### src/rtl/vend_pkg.sv
// Shared definitions for the vending controller: FSM state type, button
// indices, coin values, credit width and the product-select LED decode.
package vend_pkg;

  localparam int unsigned CREDIT_W = 4;

  // Bit positions within the raw btn bus.
  localparam int unsigned BTN_COIN1  = 0;
  localparam int unsigned BTN_COIN2  = 1;
  localparam int unsigned BTN_VEND   = 2;
  localparam int unsigned BTN_CANCEL = 3;

  localparam logic [CREDIT_W-1:0] COIN1_VAL = 4'd1;
  localparam logic [CREDIT_W-1:0] COIN2_VAL = 4'd2;

  typedef enum logic [1:0] {
    StIdle,
    StCollect,
    StDispense,
    StRefund
  } state_e;

  // Two-bit product select to one-hot LED pattern.
  function automatic logic [3:0] sel_onehot(input logic [1:0] sel);
    return 4'b0001 << sel;
  endfunction

endpackage

### src/rtl/vend_ctrl_fsm_if.sv
// Board-side signal bundle of the vending controller.
//   sw, btn        : switch bank and raw push-buttons (board -> controller)
//   led            : status LEDs
//   dispense       : high while product is being dispensed
//   refund_valid   : one-cycle pulse, refund_amt valid
//   refund_amt     : credit units returned
//   coin_reject    : one-cycle pulse, coin refused (credit ceiling)
//   short_credit   : one-cycle pulse, vend refused (credit below price)
// master = board/stimulus side, slave = controller.
interface vend_ctrl_fsm_if;
  import vend_pkg::*;

  logic [1:0]          sw;
  logic [3:0]          btn;
  logic [3:0]          led;
  logic                dispense;
  logic                refund_valid;
  logic [CREDIT_W-1:0] refund_amt;
  logic                coin_reject;
  logic                short_credit;

  modport master (
    output sw, btn,
    input  led, dispense, refund_valid, refund_amt, coin_reject, short_credit
  );

  modport slave (
    input  sw, btn,
    output led, dispense, refund_valid, refund_amt, coin_reject, short_credit
  );

endinterface

### src/rtl/btn_debounce.sv
// Conditions one raw button bit: 2-flop synchroniser, debounce counter and
// rising-edge detect on the debounced level.
//   clk, rst_n : clock, asynchronous active-low reset
//   btn        : raw asynchronous button level
//   pulse      : one-cycle event on each accepted press
module btn_debounce #(
  parameter int unsigned DEBOUNCE_CYCLES = 1250000
) (
  input  logic clk,
  input  logic rst_n,
  input  logic btn,
  output logic pulse
);

  localparam int unsigned CntW = (DEBOUNCE_CYCLES > 1) ? $clog2(DEBOUNCE_CYCLES) : 1;
  localparam logic [CntW-1:0] CntLast = CntW'(DEBOUNCE_CYCLES - 1);

  logic            sync1_q, sync2_q;
  logic            level_q, level_prev_q;
  logic [CntW-1:0] cnt_q;

  always_ff @(posedge clk or negedge rst_n) begin
    if (!rst_n) begin
      sync1_q      <= 1'b0;
      sync2_q      <= 1'b0;
      level_q      <= 1'b0;
      level_prev_q <= 1'b0;
      cnt_q        <= '0;
    end else begin
      sync1_q      <= btn;
      sync2_q      <= sync1_q;
      level_prev_q <= level_q;
      // Count consecutive cycles that disagree with the accepted level; any
      // agreeing cycle restarts the count.
      if (sync2_q != level_q) begin
        if (cnt_q == CntLast) begin
          level_q <= sync2_q;
          cnt_q   <= '0;
        end else begin
          cnt_q <= cnt_q + 1'b1;
        end
      end else begin
        cnt_q <= '0;
      end
    end
  end

  assign pulse = level_q & ~level_prev_q;

endmodule

### src/rtl/vend_ctrl_fsm.sv
// Vending-machine controller: debounced coin/vend/cancel events drive a
// credit-accumulating FSM that sequences dispense and refund and drives the
// four user LEDs. All outputs are registered.
//   clk, rst_n : 125 MHz clock, asynchronous active-low reset
//   bus        : board I/O bundle (slave side), see vend_ctrl_fsm_if
module vend_ctrl_fsm
  import vend_pkg::*;
#(
  parameter int unsigned DEBOUNCE_CYCLES = 1250000,
  parameter int unsigned DISPENSE_CYCLES = 62500000,
  parameter int unsigned PRICE0          = 2,
  parameter int unsigned PRICE1          = 3,
  parameter int unsigned PRICE2          = 4,
  parameter int unsigned PRICE3          = 5,
  parameter int unsigned MAX_CREDIT      = 15
) (
  input  logic            clk,
  input  logic            rst_n,
  vend_ctrl_fsm_if.slave  bus
);

  localparam int unsigned DispW = (DISPENSE_CYCLES > 1) ? $clog2(DISPENSE_CYCLES) : 1;

  logic [3:0] evt;

  for (genvar i = 0; i < 4; i++) begin : g_btn
    btn_debounce #(
      .DEBOUNCE_CYCLES(DEBOUNCE_CYCLES)
    ) u_debounce (
      .clk  (clk),
      .rst_n(rst_n),
      .btn  (bus.btn[i]),
      .pulse(evt[i])
    );
  end

  state_e              state_q;
  logic [CREDIT_W-1:0] credit_q;
  logic [1:0]          sel_q;
  logic [DispW-1:0]    disp_cnt_q;
  logic [3:0]          led_q;
  logic                dispense_q, refund_valid_q, coin_reject_q, short_credit_q;
  logic [CREDIT_W-1:0] refund_amt_q;

  logic [CREDIT_W-1:0] price;
  logic [CREDIT_W-1:0] coin_val;
  logic [CREDIT_W:0]   coin_sum;

  always_comb begin
    unique case (bus.sw)
      2'd0:    price = CREDIT_W'(PRICE0);
      2'd1:    price = CREDIT_W'(PRICE1);
      2'd2:    price = CREDIT_W'(PRICE2);
      default: price = CREDIT_W'(PRICE3);
    endcase
  end

  // coin2 outranks coin1 when both fire together.
  assign coin_val = evt[BTN_COIN2] ? COIN2_VAL : COIN1_VAL;
  // One extra bit so an over-ceiling sum is visible instead of wrapping.
  assign coin_sum = {1'b0, credit_q} + {1'b0, coin_val};

  always_ff @(posedge clk or negedge rst_n) begin
    if (!rst_n) begin
      state_q        <= StIdle;
      credit_q       <= '0;
      sel_q          <= '0;
      disp_cnt_q     <= '0;
      led_q          <= '0;
      dispense_q     <= 1'b0;
      refund_valid_q <= 1'b0;
      refund_amt_q   <= '0;
      coin_reject_q  <= 1'b0;
      short_credit_q <= 1'b0;
    end else begin
      refund_valid_q <= 1'b0;
      coin_reject_q  <= 1'b0;
      short_credit_q <= 1'b0;
      unique case (state_q)
        StIdle: begin
          led_q <= sel_onehot(bus.sw);
          if (!evt[BTN_CANCEL]) begin
            if (evt[BTN_VEND]) begin
              short_credit_q <= 1'b1;
            end else if (evt[BTN_COIN2] || evt[BTN_COIN1]) begin
              credit_q <= coin_val;
              led_q    <= coin_val;
              state_q  <= StCollect;
            end
          end
        end
        StCollect: begin
          led_q <= credit_q;
          if (evt[BTN_CANCEL]) begin
            state_q        <= StRefund;
            refund_valid_q <= 1'b1;
            refund_amt_q   <= credit_q;
            led_q          <= 4'hf;
          end else if (evt[BTN_VEND]) begin
            sel_q <= bus.sw;
            if (credit_q >= price) begin
              credit_q   <= credit_q - price;
              state_q    <= StDispense;
              dispense_q <= 1'b1;
              disp_cnt_q <= DispW'(DISPENSE_CYCLES - 1);
              led_q      <= sel_onehot(bus.sw);
            end else begin
              short_credit_q <= 1'b1;
            end
          end else if (evt[BTN_COIN2] || evt[BTN_COIN1]) begin
            if (coin_sum > (CREDIT_W + 1)'(MAX_CREDIT)) begin
              coin_reject_q <= 1'b1;
            end else begin
              credit_q <= coin_sum[CREDIT_W-1:0];
              led_q    <= coin_sum[CREDIT_W-1:0];
            end
          end
        end
        StDispense: begin
          led_q <= sel_onehot(sel_q);
          if (disp_cnt_q == '0) begin
            dispense_q <= 1'b0;
            if (credit_q != '0) begin
              state_q        <= StRefund;
              refund_valid_q <= 1'b1;
              refund_amt_q   <= credit_q;
              led_q          <= 4'hf;
            end else begin
              state_q <= StIdle;
              led_q   <= sel_onehot(bus.sw);
            end
          end else begin
            disp_cnt_q <= disp_cnt_q - 1'b1;
          end
        end
        StRefund: begin
          state_q      <= StIdle;
          credit_q     <= '0;
          refund_amt_q <= '0;
          led_q        <= sel_onehot(bus.sw);
        end
      endcase
    end
  end

  assign bus.led          = led_q;
  assign bus.dispense     = dispense_q;
  assign bus.refund_valid = refund_valid_q;
  assign bus.refund_amt   = refund_amt_q;
  assign bus.coin_reject  = coin_reject_q;
  assign bus.short_credit = short_credit_q;

endmodule

### src/flat_wrapper.sv
// flat-port wrapper written by rule: the top's interface ports become plain ports
module vend_ctrl_fsm_flat import vend_pkg::*;
#(
  parameter int unsigned DEBOUNCE_CYCLES = 1250000,
  parameter int unsigned DISPENSE_CYCLES = 62500000,
  parameter int unsigned PRICE0          = 2,
  parameter int unsigned PRICE1          = 3,
  parameter int unsigned PRICE2          = 4,
  parameter int unsigned PRICE3          = 5,
  parameter int unsigned MAX_CREDIT      = 15
)
  (clk, rst_n, bus_sw, bus_btn, bus_led, bus_dispense, bus_refund_valid, bus_refund_amt, bus_coin_reject, bus_short_credit);
  vend_ctrl_fsm_if bus_i ();
  input  logic clk;
  input  logic rst_n;
  input wire logic [$bits(bus_i.sw)-1:0] bus_sw;
  input wire logic [$bits(bus_i.btn)-1:0] bus_btn;
  output wire logic [$bits(bus_i.led)-1:0] bus_led;
  output wire logic [$bits(bus_i.dispense)-1:0] bus_dispense;
  output wire logic [$bits(bus_i.refund_valid)-1:0] bus_refund_valid;
  output wire logic [$bits(bus_i.refund_amt)-1:0] bus_refund_amt;
  output wire logic [$bits(bus_i.coin_reject)-1:0] bus_coin_reject;
  output wire logic [$bits(bus_i.short_credit)-1:0] bus_short_credit;
  assign bus_i.sw = bus_sw;
  assign bus_i.btn = bus_btn;
  assign bus_led = bus_i.led;
  assign bus_dispense = bus_i.dispense;
  assign bus_refund_valid = bus_i.refund_valid;
  assign bus_refund_amt = bus_i.refund_amt;
  assign bus_coin_reject = bus_i.coin_reject;
  assign bus_short_credit = bus_i.short_credit;
  vend_ctrl_fsm #(.DEBOUNCE_CYCLES(DEBOUNCE_CYCLES), .DISPENSE_CYCLES(DISPENSE_CYCLES), .PRICE0(PRICE0), .PRICE1(PRICE1), .PRICE2(PRICE2), .PRICE3(PRICE3), .MAX_CREDIT(MAX_CREDIT)) u_core (.clk(clk), .rst_n(rst_n), .bus(bus_i));
endmodule
### config.mk
export PLATFORM = sky130hd
export DESIGN_NAME = vend_ctrl_fsm_flat
export DESIGN_NICKNAME = d
export VERILOG_FILES = /design/src/rtl/vend_pkg.sv /design/src/rtl/vend_ctrl_fsm_if.sv /design/src/rtl/btn_debounce.sv /design/src/rtl/vend_ctrl_fsm.sv /design/src/flat_wrapper.sv
export SDC_FILE = /design/constraint.sdc
export NUM_CORES = 1
export LEC_CHECK = 0
export ABC_AREA = 1
export BUFFER_PORTS_ARGS = -buffer_cell sky130_fd_sc_hd__buf_2
export CAP_MARGIN = 15
export CORE_UTILIZATION = 40
export CTS_BUF_LIST = sky130_fd_sc_hd__clkbuf_8
export DETAILED_ROUTE_END_ITERATION = 8
export HOLD_SLACK_MARGIN = 0.05
export PLACE_DENSITY_LB_ADDON = 0.2
export SYNTH_ARGS = -nofsm -noshare
export SYNTH_HDL_FRONTEND = slang
export SYNTH_SLANG_ARGS = --single-unit
### constraint.sdc
create_clock -name clk -period 2.5 [get_ports clk]
set_input_delay 0.25 -clock clk [delete_from_list [all_inputs] [get_ports clk]]
set_output_delay 0.25 -clock clk [all_outputs]
set_load 0.05 [all_outputs]
# Yosys cells after proc, flatten, opt, wreduce, memory -nomap -nowiden

Index checks and enable logic that the tools add are counted.

Register bits: 146
Input bits: 8
Output and inout port bits: 12
Logic and storage cells: 160

Add/subtract/negate cells: 7
$lt $le $gt $ge: 2
Equality and inequality tests: 26
Shifts and indexed selects: 2
Muxes and demuxes: 66
Bitwise logic cells: 9
Reduce and logical (&&, ||, !) cells: 18

Operators by type and width:

| cell                                                                    | number |
|---|---|
| 21-bit two-way mux                                                      | 8 |
| 26-bit two-way mux                                                      | 4 |
| 21-bit by 1-bit adder with 21-bit output, second input constant         | 4 |
| 21-bit == test, second input constant                                   | 4 |
| 4-bit two-way mux                                                       | 19 |
| 26-bit one-hot mux with 2 select lines                                  | 1 |
| 26-bit zero test                                                        | 1 |
| 26-bit by 1-bit subtractor with 26-bit output, second input constant    | 1 |
| 4-bit one-hot mux with 3 select lines                                   | 2 |
| 2-bit two-way mux                                                       | 9 |
| 1-bit two-way mux                                                       | 17 |
| 4-bit one-hot mux with 4 select lines                                   | 1 |
| 2-bit inequality test, second input constant                            | 6 |
| 6-bit AND reduction                                                     | 2 |
| 5-bit AND reduction                                                     | 2 |
| 3-bit one-hot mux with 3 select lines                                   | 1 |
| 2-bit by 1-bit inequality test with 1-bit output, second input constant | 4 |
| 2-bit one-hot mux with 4 select lines                                   | 1 |
| 2-bit AND reduction                                                     | 4 |
| 1-bit by 2-bit << shifter with 4-bit output, first input constant       | 2 |
| 2-bit == test, second input constant                                    | 3 |
| 3-bit by 2-bit inequality test with 1-bit output, second input constant | 2 |
| 1-bit one-hot mux with 2 select lines                                   | 3 |
| 3-bit nonzero test                                                      | 2 |
| 15 further kinds                                                        | 27 |

# Depth between registers and ports, before layout

Depth after elaboration: 10
Mapped depth: 17
Gate-level depth less buffers: 17

# Hierarchy

Synthesis repeated with hierarchy kept, for this count alone.

Cells, all modules: 1180
Area total of the unflattened synthesis: 8903.5 sq um

Modules (own cells, without submodules):

| module        | times used | cells an instance | area an instance (sq um) | sequential area each (sq um) |
|---|---|---|---|---|
| btn_debounce  | 4          | 177               | 1346.3                   | 625.6 |
| vend_ctrl_fsm | 1          | 472               | 3518.4                   | 1151.1 |

# Worst setup path before layout

Ideal clock, no wire load.

Kind: input -> register
From: input port bus_sw[0]
To: register u_core.disp_cnt_q[12]
Library setup time: 0.077 ns
Data arrival time: 2.117 ns
Data required time: 2.423 ns
Slack: 0.306 ns
Stages on the path: 15
Buffers on the path: 4
Cell sequence: clkbuf_1 -> clkbuf_1 -> ha_1 -> fa_1 -> inv_1 -> nand2_1 -> nand3_2 -> nand2_1 -> o22ai_2 -> nand2_4 -> inv_2 -> buf_6 -> buf_6 -> nand4_1 -> o21ai_1

Word-level cells in the longest chain between the ends: 5
Elaborated cells on any way between the ends: 7
Classes of those cells: order compare: 1; eq/ne: 3; mux: 1; reduce/logical: 2

RTL lines:

| element                                                          | line                 | text |
|---|---|---|
| from (decl)                                                      | flat_wrapper.sv:16   | `input wire logic [$bits(bus_i.sw)-1:0] bus_sw;` |
| 2-bit == test (tied with other cells)                            | vend_ctrl_fsm.sv:50  | `unique case (bus.sw)` |
| 3-bit one-hot mux with 3 select lines (*)                        | vend_ctrl_fsm.sv:50  |  |
| 4-bit by 3-bit greater-or-equal comparator with 1-bit output (*) | vend_ctrl_fsm.sv:101 | `if (credit_q >= price) begin` |
| 2-bit by 1-bit inequality test with 1-bit output (no line) (*)   | --                   |  |
| 5-bit AND reduction (no line) (*)                                | --                   |  |
| to (signal assigned)                                             | vend_ctrl_fsm.sv:105 | `disp_cnt_q <= DispW'(DISPENSE_CYCLES - 1);` |
| to (signal assigned)                                             | vend_ctrl_fsm.sv:133 | `disp_cnt_q <= disp_cnt_q - 1'b1;` |
| to (decl)                                                        | vend_ctrl_fsm.sv:40  | `logic [DispW-1:0] disp_cnt_q;` |

Every way passes the cells marked *; elsewhere a longest branch is shown, timed or not.
A chain may end at the register's enable or synchronous reset.

# Worst setup path after layout

From: register u_core.credit_q[0]
To: register u_core.disp_cnt_q[23]

Word-level cells in the longest chain between the ends: 3

RTL lines:

| element                                                      | line                 | text |
|---|---|---|
| from (decl)                                                  | vend_ctrl_fsm.sv:38  | `logic [CREDIT_W-1:0] credit_q;` |
| from (signal assigned)                                       | vend_ctrl_fsm.sv:86  | `credit_q <= coin_val;` |
| from (signal assigned)                                       | vend_ctrl_fsm.sv:102 | `credit_q <= credit_q - price;` |
| from (signal assigned)                                       | vend_ctrl_fsm.sv:114 | `credit_q <= coin_sum[CREDIT_W-1:0];` |
| 4-bit by 3-bit greater-or-equal comparator with 1-bit output | vend_ctrl_fsm.sv:101 |  |
| 2-bit by 1-bit inequality test with 1-bit output (no line)   | --                   |  |
| 5-bit AND reduction (no line)                                | --                   |  |

No other way between the ends.

==> reports/metrics.cfg <==
[cts]
clk_latency_ns=0.44
path_clk_slew_ns=0.09
htree_num_levels=4
cts_resized=0
clockRootBuffer=clkbuf_8
numCtsBuffers=17
cts_tree=done
cts_sinks=146
cts.path.max_buffers=2

[routing]
first_pass_iters=5
wire_per_inst_um=13.4
routed_wl_um=19300
ant_nets=0
drc=0
via_per_inst=5.10
route.vias.total=7363
drtIter0Drc=461

[die]
core-area_sq_um=20500
die_h_um=148
initial_utilization=0.414
rows=52
dieWidth_um=148
dieArea_sq_um=21800
io_pins=20

[sta]
setup_violations=0
max_slew.worst_pin.slew_ns=0.553
rsz0062_at_grt=no
post-route-period-util=0.932
setup_tns_ns=0
max_freq_mhz=429
clock_skew_ns=0.0177
final_hold_viol_count=0
relSlewSlack=0.631
holdWs_ns=0.123
fin_crit_ns=2.33
slew_violations=0

[hold_path]
hold_end=u_core.bus.led[3]
min_from=bus_sw[1]
whs_path_depth=3
hold_path.class=in2reg

[place]
port_buffers=19
hpwl_um=14400
gp_congestion=0.942

[job]
maxCapViolCount=0

[setup_path]
cp.required_ns=2.83
rr_worst_depth=14
crit_slowest_cell=dfrtp_1
cp_slowest_stage_delay_ns=0.39
worstSetupEndpointType=flip-flop
rrSetupSlack_ns=0.17
r2r_start=u_core.credit_q[0]
startpoint=u_core.credit_q[0]
crit_chain=inv_1 > ha_1 > fa_1 > inv_1 > nand2_1 > nand3_2 > nand2_1 > o22ai_2 > nand2_4 > buf_12 > nor2_1 > nand2_1 > nand2_1 > nand3_1
start_kind=flip-flop
critical_path_class=reg2reg
critPathArrivalTime_ns=2.66
cp_max_fo=13
cpMostUsedCell=nand2_1
r2r-end=u_core.disp_cnt_q[23]

[power]
ir_drop_mv=0.306
power_leakage_nw=4.23
p_per_area_nw_per_um2=481

[layout]
layout_commonest_cell=nand2_1
area_growth_syn_to_layout_pct=12.0
final_cell_mix=nand2_1, nor2_1, dfrtp_1
nets=1184
drive_gt1_frac=0.0895
antenna-diode-count=0

[yosys]
synth.distinct_cells=48
postSynthCellCount=1116
synthesis.area_sq_um=8480
synth_largest_area_cell=dfrtp_1
syn_nets=1140
synthTopCellsByArea=dfrtp_1, nand2_1, nor2_1
ys_seq_area_frac=0.431
yosysWarningCount=0
syn_avg_cell_area_sq_um=7.60
synth_top_area_share=0.431
ys_ff_latch=146

[grt]
grt_pass1_wl_um=34200
antenna_found_initial=0
grt_usage=0.193
grt_max_degree=59
grt_pass1_vias=7044
overflow=0

[outcome]
status=completed

synthesized netlist by cell type (all sizes together):
master / count
o21ai: 51
a21oi: 28
ha: 15
mux2: 4
o21bai: 1
nor3b: 10
a31oi: 5
nor2: 174
nand4: 38
nor4b: 1
o22ai: 1
a211oi: 2
clkbuf: 9
a21boi: 1
a22oi: 3
nand2: 239
clkinv: 3
nand3: 90
a31o: 1
or2: 4
inv: 145
xnor2: 8
nand3b: 8
fa: 1
nor4: 22
o31ai: 5
o211ai: 2
a41oi: 1
dfrtp: 146
nor3: 52
o21a: 3
and3: 2
buf: 5
xor2: 36
final cells by class:
class / instances / area [sq um]
well taps: 270 / 338
inverters: 148 / 556
repair buffers: 39 / 314
flip-flops and latches: 146 / 3650
clock buffers: 22 / 303
multi-input cells: 808 / 4200
clock inverters: 10 / 131
fillers: 2050 / 11000
power breakdown:
| group | leakage (nW) | internal [mW] | total, mW | switching (mW) |
|---|---|---|---|---|
| Combinational | 2.07 | 0.0508 | 0.174 | 0.123 |
| Sequential | 1.93 | 2.39 | 2.41 | 0.0213 |
| Clock | 0.223 | 1.11 | 1.99 | 0.875 |
metrics by stage:
| stage | worst slack, ns | cells | total power [mW] | util | instance area [sq um] |
|---|---|---|---|---|---|
| after floorplan | 0.306 | 1116 | 2.53 | - | 8480 |
| after global placement | 0.202 | 1404 | 2.63 | 0.438 | 8980 |
| after detailed placement | 0.147 | 1404 | 2.63 | 0.438 | 8980 |
| after CTS | 0.154 | 1441 | 4.66 | 0.462 | 9460 |
| after global routing | 0.0326 | 1443 | 4.78 | 0.463 | 9490 |
| final | 0.170 | 1443 | 4.57 | 0.463 | 9490 |
cell families after synthesis:
| kind of cell | count (synthesis) | share of synthesized area |
|---|---|---|
| AND/OR/NAND/NOR | 640 | 0.345 |
| buffers and inverters | 162 | 0.0739 |
| multiplexers | 4 | 0.00531 |
| flip-flops | 146 | 0.431 |
| AO/OA/AOI/OAI | 104 | 0.0744 |
| XOR/XNOR | 44 | 0.0455 |
| adder cells (fa/ha/maj) | 16 | 0.0245 |
how the worst max path moves through the flow:
| stage | depth (start not counted) | slack [ns] | to |
|---|---|---|---|
| 4_1_cts | 14 | 0.15 | u_core.disp_cnt_q[7] |
| 6_report | 14 | 0.17 | u_core.disp_cnt_q[23] |
| 3_3_place_gp | 14 | 0.20 | u_core.disp_cnt_q[7] |
| 3_5_place_dp | 14 | 0.15 | u_core.disp_cnt_q[7] |
| 2_1_floorplan | 15 | 0.31 | u_core.disp_cnt_q[12] |
| 5_1_grt | 14 | 0.03 | u_core.disp_cnt_q[23] |
worst max-delay path, delay by kind of cell, from the launching register on:
kind,cells,cell delay [ns]
flops,1,0.39
compound gates,1,0.15
buf+inv,3,0.35
fa+ha+maj,2,0.60
simple gates,8,0.74
metal layers:
| metal | global-route usage | part of all wire | up-vias |
|---|---|---|---|
| li1 | - | - | 3747 |
| met1 | 0.282 | 0.52 | 3448 |
| met2 | 0.293 | 0.43 | 153 |
| met3 | 0.0358 | 0.044 | 15 |
| met4 | 0.0464 | 0.0084 | 0 |
| met5 | 0 | 0 | - |
flip-flops by register name, summed over array words and instances (netlist names), 2 cells and up:
name,flops
u_core.bus.led,4
u_core.bus.refund_amt,4
u_core.credit_q,4
u_core.disp_cnt_q,26
u_core.g_btn.u_debounce.cnt_q,84
u_core.g_btn.u_debounce.level_prev_q,4
u_core.g_btn.u_debounce.level_q,4
u_core.g_btn.u_debounce.sync1_q,4
u_core.g_btn.u_debounce.sync2_q,4
u_core.sel_q,2
u_core.state_q,2
repair_timing:
action | in CTS | in global routing
hold buffers | 5 | 0
setup endpoints to repair | 0 | 2
hold endpoints to repair | 59 | 0
setup buffers | 0 | 2
Note: power is estimated with default switching activity, not from simulation.
